File: src/rtl/seg_scan_ctrl_pkg.sv
// Shared definitions for the 7-segment scan controller:
// segment encodings, digit decode table and scan state encoding.
package seg_scan_ctrl_pkg;

    // Active-low segment bus: bit7 = a ... bit1 = g, bit0 = dp.
    localparam logic [7:0] SEG_BLANK = 8'hFF;
    localparam logic [6:0] SEG_OFF7  = 7'h7F;

    typedef enum logic [1:0] {
        ST_OFF,
        ST_GUARD,
        ST_DRIVE
    } scan_state_t;

    // Segments a..g for one digit value; 10-15 are blank.
    function automatic logic [6:0] seg_decode(input logic [3:0] v);
        logic [6:0] s;
        case (v)
            4'd0:    s = 7'b0000001;
            4'd1:    s = 7'b1001111;
            4'd2:    s = 7'b0010010;
            4'd3:    s = 7'b0000110;
            4'd4:    s = 7'b1001100;
            4'd5:    s = 7'b0100100;
            4'd6:    s = 7'b0100000;
            4'd7:    s = 7'b0001101;
            4'd8:    s = 7'b0000000;
            4'd9:    s = 7'b0000100;
            default: s = SEG_OFF7;
        endcase
        return s;
    endfunction

endpackage

File: src/rtl/seg_scan_ctrl_slot_timer.sv
// Slot timer: counts 0..SCAN_DIV-1 while run is high.
// Ports: clk, rst (sync, high), clr (sync clear), run,
//        guard_end (last guard clock), slot_end (last slot clock).
module seg_slot_timer #(
    parameter int SCAN_DIV  = 50000,
    parameter int GUARD_CYC = 500
) (
    input  logic clk,
    input  logic rst,
    input  logic clr,
    input  logic run,
    output logic guard_end,
    output logic slot_end
);

    localparam int CW = (SCAN_DIV > 1) ? $clog2(SCAN_DIV) : 1;

    logic [CW-1:0] cnt;

    assign guard_end = run && (cnt == CW'(GUARD_CYC - 1));
    assign slot_end  = run && (cnt == CW'(SCAN_DIV - 1));

    always_ff @(posedge clk) begin
        if (rst || clr) begin
            cnt <= '0;
        end else if (run) begin
            if (slot_end) begin
                cnt <= '0;
            end else begin
                cnt <= cnt + CW'(1);
            end
        end
    end

endmodule

File: src/rtl/seg_scan_ctrl.sv
// Multiplexed 7-segment scan controller with double-buffered digits.
// Ports: clk, rst (sync, high), disp_en, lz_en; write port wr_en/
//        wr_addr/wr_data/wr_dp/wr_ready; commit_req/commit_ack;
//        frame_done; seg_data and dig_sel (both active-low).
module seg_scan_ctrl
    import seg_scan_ctrl_pkg::*;
#(
    parameter int NUM_DIGITS = 4,
    parameter int SCAN_DIV   = 50000,
    parameter int GUARD_CYC  = 500,
    parameter int AW         = 2
) (
    input  logic                  clk,
    input  logic                  rst,
    input  logic                  disp_en,
    input  logic                  lz_en,
    input  logic                  wr_en,
    input  logic [AW-1:0]         wr_addr,
    input  logic [3:0]            wr_data,
    input  logic                  wr_dp,
    output logic                  wr_ready,
    input  logic                  commit_req,
    output logic                  commit_ack,
    output logic                  frame_done,
    output logic [7:0]            seg_data,
    output logic [NUM_DIGITS-1:0] dig_sel
);

    logic [3:0] shd_val [NUM_DIGITS];
    logic       shd_dp  [NUM_DIGITS];
    logic [3:0] act_val [NUM_DIGITS];
    logic       act_dp  [NUM_DIGITS];

    logic pending;
    scan_state_t state, state_n;
    logic [AW-1:0] idx, idx_n;
    logic guard_end, slot_end;
    logic wrap, copy;
    logic [NUM_DIGITS-1:0] blank;
    logic [7:0] seg_n;
    logic [NUM_DIGITS-1:0] sel_n;

    seg_slot_timer #(
        .SCAN_DIV  (SCAN_DIV),
        .GUARD_CYC (GUARD_CYC)
    ) u_timer (
        .clk       (clk),
        .rst       (rst),
        .clr       (!disp_en || state == ST_OFF),
        .run       (state != ST_OFF),
        .guard_end (guard_end),
        .slot_end  (slot_end)
    );

    assign wr_ready = !pending;

    // Frame boundary: last clock of the last digit's drive slot.
    assign wrap = !rst && disp_en && state == ST_DRIVE && slot_end
               && idx == AW'(NUM_DIGITS - 1);

    // A pending commit lands on a frame boundary, or at once when dark.
    assign copy = !rst && pending && (state == ST_OFF || wrap);

    assign frame_done = wrap;
    assign commit_ack = copy;

    always_ff @(posedge clk) begin
        if (rst) begin
            for (int i = 0; i < NUM_DIGITS; i++) begin
                shd_val[i] <= 4'hF;
                shd_dp[i]  <= 1'b0;
                act_val[i] <= 4'hF;
                act_dp[i]  <= 1'b0;
            end
            pending <= 1'b0;
        end else begin
            if (wr_en && wr_ready) begin
                shd_val[wr_addr] <= wr_data;
                shd_dp[wr_addr]  <= wr_dp;
            end
            if (copy) begin
                act_val <= shd_val;
                act_dp  <= shd_dp;
                pending <= 1'b0;
            end else if (commit_req) begin
                pending <= 1'b1;
            end
        end
    end

    // Leading zeros: scan from the top, blanking zeros until a
    // digit 1-9 is seen. Blank codes 10-15 do not stop the run.
    always_comb begin
        logic lead;
        lead  = 1'b1;
        blank = '0;
        for (int i = NUM_DIGITS - 1; i >= 0; i--) begin
            if (i > 0 && lz_en && lead && act_val[i] == 4'd0) begin
                blank[i] = 1'b1;
            end
            if (act_val[i] >= 4'd1 && act_val[i] <= 4'd9) begin
                lead = 1'b0;
            end
        end
    end

    always_ff @(posedge clk) begin
        if (rst) begin
            state    <= ST_OFF;
            idx      <= '0;
            seg_data <= SEG_BLANK;
            dig_sel  <= '1;
        end else begin
            state    <= state_n;
            idx      <= idx_n;
            seg_data <= seg_n;
            dig_sel  <= sel_n;
        end
    end

    always_comb begin
        state_n = state;
        idx_n   = idx;
        case (state)
            ST_OFF: begin
                state_n = ST_GUARD;
                idx_n   = '0;
            end
            ST_GUARD: begin
                if (guard_end) begin
                    state_n = ST_DRIVE;
                end
            end
            ST_DRIVE: begin
                if (slot_end) begin
                    state_n = ST_GUARD;
                    if (idx == AW'(NUM_DIGITS - 1)) begin
                        idx_n = '0;
                    end else begin
                        idx_n = idx + AW'(1);
                    end
                end
            end
            default: begin
                state_n = ST_OFF;
                idx_n   = '0;
            end
        endcase
        if (!disp_en) begin
            state_n = ST_OFF;
            idx_n   = '0;
        end
    end

    // Outputs are decoded from the next state so they register
    // on the same edge as the state itself.
    always_comb begin
        seg_n = SEG_BLANK;
        sel_n = '1;
        if (state_n == ST_DRIVE) begin
            sel_n = ~(NUM_DIGITS'(1) << idx_n);
            seg_n = {blank[idx_n] ? SEG_OFF7 : seg_decode(act_val[idx_n]),
                     ~act_dp[idx_n]};
        end
    end

endmodule

File: config.mk
export PLATFORM = sky130hd
export DESIGN_NAME = seg_scan_ctrl
export DESIGN_NICKNAME = d
export VERILOG_FILES = /design/src/rtl/seg_scan_ctrl_pkg.sv /design/src/rtl/seg_scan_ctrl_slot_timer.sv /design/src/rtl/seg_scan_ctrl.sv
export SDC_FILE = /design/constraint.sdc
export NUM_CORES = 1
export LEC_CHECK = 0
export ABC_AREA = 1
export BUFFER_PORTS_ARGS = -buffer_cell sky130_fd_sc_hd__clkbuf_2
export CAP_MARGIN = 20
export CORE_ASPECT_RATIO = 1.1
export CORE_MARGIN = 2
export CORE_UTILIZATION = 59
export CTS_CLUSTER_SIZE = 16
export DETAILED_ROUTE_END_ITERATION = 8
export PLACE_DENSITY = 0.79
export SYNTH_ARGS = -nofsm -noshare
export SYNTH_HDL_FRONTEND = slang
export SYNTH_HIERARCHICAL = 1
export SYNTH_SLANG_ARGS = --single-unit
export TNS_END_PERCENT = 30
File: constraint.sdc
create_clock -name clk -period 3.85 [get_ports clk]
set_input_delay 0.385 -clock clk [delete_from_list [all_inputs] [get_ports clk]]
set_output_delay 0.385 -clock clk [all_outputs]
set_load 0.02 [all_outputs]
==> summary.md, run 1 <==
| Metric | Value |
|---|---|
| Clk sinks | 73 |
| Layout Area Growth over Synthesis | 11.27% |
| Root Buffer | clkbuf_8 |
| CTS tree | built |
| Highest routed layer | met4 |
| Crit start category | flop |
| Count of final setup violators | 0 |
| Residual DRC | 0 |
| I/O Pins | 28 |
| Final Hold Vio Count | 0 |
| Clk Latency, worst-skew pair | 350 ps |
| H-tree depth | 3 |
| WP depth | 21 |
| Global-route wire length before repair | 12820 µm |
| Ratio of cells with drive above 1 in the final layout | 16.96% |
| Final Max Slew Viols | 0 |
| Number of setup buffers added after CTS | 0 |
| Clock Path Buffers | 2 |
| Critical Path Max Stage Delay | 390 ps |
| Port bufs | 27 |
| Gr ovfl total | 0 |
| Largest net degree at the start of global routing | 24 |
| Die height | 84.88 µm |
| Initial antenna violation count | 0 |
| Post-CTS Resized | 0 |
| Core Region | 0.005769 mm² |
| Arrival time at the worst endpoint | 3550 ps |
| Cells along the critical path | inv_1 > ha_1 > inv_1 > nand2_1 > inv_1 > nand4_1 > nor2_2 > nand2_1 > nand3_1 > nand2_1 > nand2_1 > nor2_1 > nand2_1 > nand2_1 > nor2_1 > inv_1 > ha_1 > inv_1 > nand2_1 > nand3_1 > nand2_1 |
| Final Non-Filler Cells | 590 |
| Reg clk slew, reported paths | 80 ps |
| Crit-path max FO | 11 |
| ANT cells | 0 |
| Routed Antenna Nets | 0 |
| Mean Syn Cell Area | 7.371 µm² |
| PwrDens | 379.9 mW/mm² |
| Synth Warn # | 6 |
| Worst R2R Start | state[0] |
| RSZ-0062 raised after global routing | false |
| Tcrit/Tclk final | 85.88% |
| Die area | 0.006580 mm² |
| Routed wire per std cell | 12.33 µm |
| Met2 routed WL | 3428 µm |
| Pre-CTS setup slack | 607.3 ps |
| Most frequent CP cell | nand2_1 |
| Tmin final | 3306 ps |
| Initial Util | 60.81% |
| Die X | 77.53 µm |
| Status | complete, no violations |
| Worst slew margin | 40.34% |
| Max cap viols | 0 |
| CP delay by family, top | simple AND/OR/NAND/NOR gates |
| Vias | 3045 |
| Hold depth | 3 |
| Floorplan row count | 29 |
| Mapped Area | 0.003508 mm² |
| Crit path kind | flop to flop |
| CP startpoint | state[0] |
| Final HPWL DP | 5408 µm |
| GP Congestion | 0.8932 |
| FMAX | 0.3025 GHz |
| First-iteration detailed-routing DRC count | 229 |
| Crit. End Element | flop |
| Synth Net Count | 501 |
| Maximum vdd ir drop | 0.3259 mV |
| Yosys cell types | 36 |
| Global-route usage over all layers | 24.04% |
| Vias/cell | 5.161 |
| Vias in the first global route | 2947 |
| CTS Hold Bufs | 0 |
| Worst Hold Launch | commit_req |
| Seq/Total Area, Yosys | 41.65% |
| Leakage | 1.746 nW |
| Worst EP required | 4090 ps |
| Skew final | 7.361 ps |
| Total CTS buffers | 9 |
| Fin worst setup slack | 543.7 ps |
| Pre-antenna DRT Iters | 4 |
| Cell count of the worst reg-to-reg path | 21 |
| Final nets | 533 |
| Seq cells post-synth | 73 |
| Final WL | 7275 µm |
| Met1 WL | 3324 µm |
| Worst Hold Class | input pin to flop |
| DR WL met3 | 317 µm |
| Setup TNS Final | 0 ps |
| Slowest cell on crit path | dfxtp_1 |
| Cells after DPL | 574 |
| Mapped Cells | 476 |
| Crit path buf inv count | 5 |
| Worst-margin pin slew | 888.1 ps |
## cells in the final DEF (no fill, tap or decap), types with 5 or more instances in the layout
cell type	instances
nand4_1	8
a21oi_1	16
ha_1	12
clkbuf_8	9
clkbuf_2	27
nor2_4	5
dfxtp_1	73
inv_2	11
inv_1	66
nor3_1	7
nand2_1	111
nor2_1	56
o21ai_1	5
o21ai_0	9
nand3_1	35
nand2_2	11
xor2_1	5
o211ai_1	10
## sequential cells by signal, indices dropped and copies added (netlist names)
name	cells
act_dp	4
state	2
shd_dp	4
u_timer/cnt	16
seg_data	8
shd_val	16
act_val	16
idx	2
pending	1
dig_sel	4
## final timing paths
| check | endpoint | slack [ps] |
|---|---|---|
| hold reg to reg | act_dp[2] | 460 |
| setup reg to reg | seg_data[4] | 540 |
| hold / removal | pending | 270 |
| setup / recovery | seg_data[4] | 540 |
## cell type report
type                            instances  area (µm²)
Fill cell                             471        1866
Clock inverter                          7       86.33
Tap cell                               77       96.34
Sequential cell                        73        1461
Timing Repair Buffer                   27       135.1
Multi-Input combinational cell        319        1705
Clock buffer                            9       123.9
Inverter                               78       295.3
## per-layer routing
layer / track usage, % / up-vias
met5: 0 / -
met4: 13.80 / 0
met3: 4.149 / 20
met2: 39.76 / 83
met1: 29.63 / 1371
li1: - / 1571
## power breakdown
part	internal [mW]	total [mW]	switching, mW
registers	0.770	0.779	0.00883
logic	0.0234	0.0767	0.0533
clock network	0.312	0.628	0.315
total	1.11	1.48	0.377
## per-stage QoR
step	power [mW]	hold slack (ps)	cell area (µm²)	util, %
finish	1.483	265.9	3904	67.66
global route	1.532	273.7	3904	67.66
CTS	1.491	264.9	3904	67.66
detailed placement	0.8721	441.2	3694	64.02
global placement	0.8700	434.9	3694	64.02
floorplan	0.8475	419.2	3508	-
## cells in the mapped netlist
cell,number,area [µm²]
o22ai_1,1,6.260
nand2_4,2,22.52
nand3_4,1,17.52
o21bai_2,1,11.26
o22a_1,2,17.52
clkbuf_1,2,7.510
nand3b_1,1,7.510
o21ai_0,9,45.04
nand3_1,35,175.2
a21oi_1,16,80.08
buf_6,3,33.78
dfxtp_1,73,1461
nand4_1,8,50.05
o21ai_1,5,25.02
nor3_2,3,30.03
xor2_1,5,43.79
nor3b_1,2,15.01
ha_1,12,150.1
nand2_1,111,416.7
a22oi_1,4,30.03
o211ai_1,10,75.07
xnor2_1,1,8.760
nand3_2,2,20.02
nor3_1,7,35.03
nand2_2,11,68.82
a21oi_4,1,16.27
inv_1,66,247.7
nand4_2,1,12.51
nor2_2,4,25.02
nor2_4,5,56.30
nor4_1,2,12.51
inv_2,11,41.29
inv_4,1,6.260
nor2_1,56,210.2
nand4_4,1,21.27
buf_2,1,5.000
## cells by family (layout without fill, tap and decap cells)
group           count (synthesis)  count (layout)  share of synthesized area (%)
buf+inv                        84             121                          9.736
compound gates                 49              49                          8.738
flops                          73              73                          41.65
fa+ha+maj                      12              12                          4.279
simple gates                  252             252                          34.09
xor+xnor                        6               6                          1.498
## worst min-delay path: cells and delay by family
family        cells  cell delay, ps
buf+inv           1              80
simple gates      2             110
(Power assumes the default switching activity.)
==> run 2, diff against run 1 <==
- ABC_AREA: 1 -> unset
==> run 2 against run 1 <==
Compared with the run above:
- combinational power increased by 84%
- total power increased by 1.3%
- routed wire length decreased by 2.2%
- fmax decreased by 9.5%
- critical endpoint is now seg_data[1]
- largest power group unchanged
==> summary.md, run 2 <==
| Metric | Value |
|---|---|
| Worst Hold Launch | wr_data[1] |
| Ys async rst share | 0% |
| Most common cell after layout, fill and taps aside | dfxtp_1 |
| Leakage | 1.592 nW |
| Final Hold Vio Count | 0 |
| Final WL | 7113 µm |
| PwrDens | 382.0 mW/mm² |
| Gr ovfl total | 0 |
| Crit-path max FO | 7 |
| Met2 routed WL | 3491 µm |
| Tcrit/Tclk final | 94.88% |
| Initial Util | 60.85% |
| Residual DRC | 0 |
| Top FF cell, synth | dfxtp_1 |
| Worst-margin pin slew | 505.1 ps |
| Max cap viols | 0 |
| Status | complete, no violations |
| Reg clk slew, reported paths | 80 ps |
| Largest cells by area after synthesis | dfxtp_1 42%, nand2_1 6.7%, nor2_1 4.5% |
| Yosys cell types | 63 |
| Top flop regs | act_val x16, shd_val x16, u_timer/cnt x16 |
| Maximum vdd ir drop | 0.2666 mV |
| # fillers | 475 |
| Die area | 0.006584 mm² |
| Routed Antenna Nets | 0 |
| Hold EP | shd_val[13] |
| ANT cells | 0 |
| Largest net degree at the start of global routing | 48 |
| Fin worst setup slack | 197.1 ps |
| First-iteration detailed-routing DRC count | 123 |
| Clk sinks | 73 |
| GP Congestion | 0.8419 |
| Count of final setup violators | 0 |
| Mean Syn Cell Area | 8.956 µm² |
| Area share of the largest cell type after synthesis | 41.63% |
| DR WL met3 | 258 µm |
| Skew final | 10.27 ps |
| Highest routed layer | met4 |
| Tmin final | 3653 ps |
| Die height | 84.91 µm |
| Commonest non-fill, non-tap cells in the layout | 73 x dfxtp_1, 63 x nand2_1, 42 x nor2_1 |
| Worst slew margin | 66.33% |
| Port bufs | 27 |
| Reg2Reg Setup Slack | 200 ps |
| Seq cells post-synth | 73 |
| FMAX | 0.2738 GHz |
| Post-CTS Resized | 0 |
| Pre-CTS setup slack | 126.5 ps |
| Arrival time at the worst endpoint | 3940 ps |
| Final HPWL DP | 5029 µm |
| I/O Pins | 28 |
| Number of setup buffers added after CTS | 0 |
| Synth Warn # | 6 |
| Floorplan row count | 29 |
| Seq/Total Area, Yosys | 41.63% |
| Clock Path Buffers | 2 |
| Worst Hold Class | input pin to flop |
| Final Max Slew Viols | 0 |
| Root Buffer | clkbuf_8 |
| Initial antenna violation count | 0 |
| CTS Hold Bufs | 0 |
| Hold depth | 2 |
| Met1 WL | 3203 µm |
| Layout Area Growth over Synthesis | 12.08% |
| Number of synthesized flops with an enable pin | 0 |
| Mapped Area | 0.003511 mm² |
| Largest area contributor in the synthesized netlist | dfxtp_1 |
| H-tree depth | 3 |
| Core Region | 0.005769 mm² |
| Final nets | 449 |
| Setup TNS Final | 0 ps |
| Clk Latency, worst-skew pair | 350 ps |
| Ratio of cells with drive above 1 in the final layout | 17.25% |
| Worst EP required | 4130 ps |
| Vias | 2814 |
| Cell count of the worst reg-to-reg path | 16 |
| Vias in the first global route | 2699 |
| Worst R2R Start | state[1] |
| Pre-antenna DRT Iters | 5 |
| Synth Net Count | 417 |
| Synth cell count leaders | 73 x dfxtp_1, 63 x nand2_1, 42 x nor2_1 |
| RSZ-0062 raised after global routing | false |
| Worst R2R End | seg_data[1] |
| Vias/cell | 5.561 |
| Mapped Cells | 392 |
| Crit. End Element | flop |
| CTS tree | built |
| Crit path kind | flop to flop |
| Routed wire per std cell | 14.06 µm |
| Global-route usage over all layers | 22.90% |
| Total CTS buffers | 9 |
| Count leader, synth | dfxtp_1 |
| Die X | 77.55 µm |
| Global-route wire length before repair | 12190 µm |
| Crit start category | flop |
[run 2: changes by cell type in the layout (fill, tap and decap cells not counted), sizes merged, moves of 7 or more]
cell | previous run | this run
inv | 81 | 17
nand2 | 124 | 64
nand3 | 38 | 6
nor2 | 65 | 43
a211o | 0 | 17
nand3b | 1 | 17
buf | 0 | 10
nor2b | 0 | 10
mux2i | 0 | 9
a21oi | 17 | 9
and3 | 0 | 7
o211ai | 10 | 3
[run 2: cell type report]
type	instances	area, µm²	area share [%]
timing repair buffer	37	205.2	5.215
tap	77	96.34	2.448
clock inverter	7	62.56	1.590
sequential	73	1461	37.14
inverter	14	52.55	1.335
clock buffer	9	123.9	3.148
multi-input combinational	289	1933	49.13
[run 2: per-stage QoR]
| step | utilization [%] | std cells | instance area [µm²] | power (mW) | hold slack, ps |
|---|---|---|---|---|---|
| after floorplan | - | 392 | 3511 | 0.9167 | 429.0 |
| after global placement | 64.37 | 488 | 3714 | 0.9525 | 444.3 |
| after detailed placement | 64.37 | 488 | 3714 | 0.9569 | 447.5 |
| after CTS | 67.60 | 504 | 3900 | 1.516 | 259.8 |
| after global routing | 68.21 | 506 | 3935 | 1.569 | 253.8 |
| final | 68.21 | 506 | 3935 | 1.503 | 267.0 |
[run 2: how the worst max path moves through the flow]
stage,from,endpoint,slack [ps],depth (start not counted)
CTS,state[1],seg_data[1],100,16
detailed placement,state[1],seg_data[1],130,16
global route,state[1],seg_data[1],9,16
floorplan,state[0],seg_data[1],120,15
finish,state[1],seg_data[1],200,16
global placement,state[0],seg_data[1],310,16
[run 2: routing by layer]
| metal | track usage [%] | vias to the layer above |
|---|---|---|
| met4 | 9.903 | 0 |
| met2 | 39.37 | 62 |
| met5 | 0 | - |
| li1 | - | 1451 |
| met1 | 27.80 | 1290 |
| met3 | 4.681 | 11 |
[run 2: critical path: stages, from the launching register on]
cell and delay (ps):
dfxtp_1 390, inv_1 90, ha_1 220, inv_1 90, nand4_1 110, or4_4 600, inv_2 130, and2b_4 230
o21a_2 260, a2111oi_4 380, a222oi_1 170, buf_4 180, inv_1 80, ha_1 140, inv_1 40, mux2_1 280
a31oi_1 170
[run 2: logic make-up after synthesis]
logic type | share of synthesized area, %
AO/OA/AOI/OAI | 14.72
buffers and inverters | 4.027
multiplexers | 2.887
flip-flops | 41.63
adder cells (fa/ha/maj) | 4.276
XOR/XNOR | 3.493
AND/OR/NAND/NOR | 28.97
[run 2: power breakdown]
| part | leakage [nW] | internal (mW) | switching [mW] |
|---|---|---|---|
| logic | 0.905 | 0.0589 | 0.0818 |
| registers | 0.595 | 0.780 | 0.0196 |
| clock network | 0.0923 | 0.246 | 0.317 |
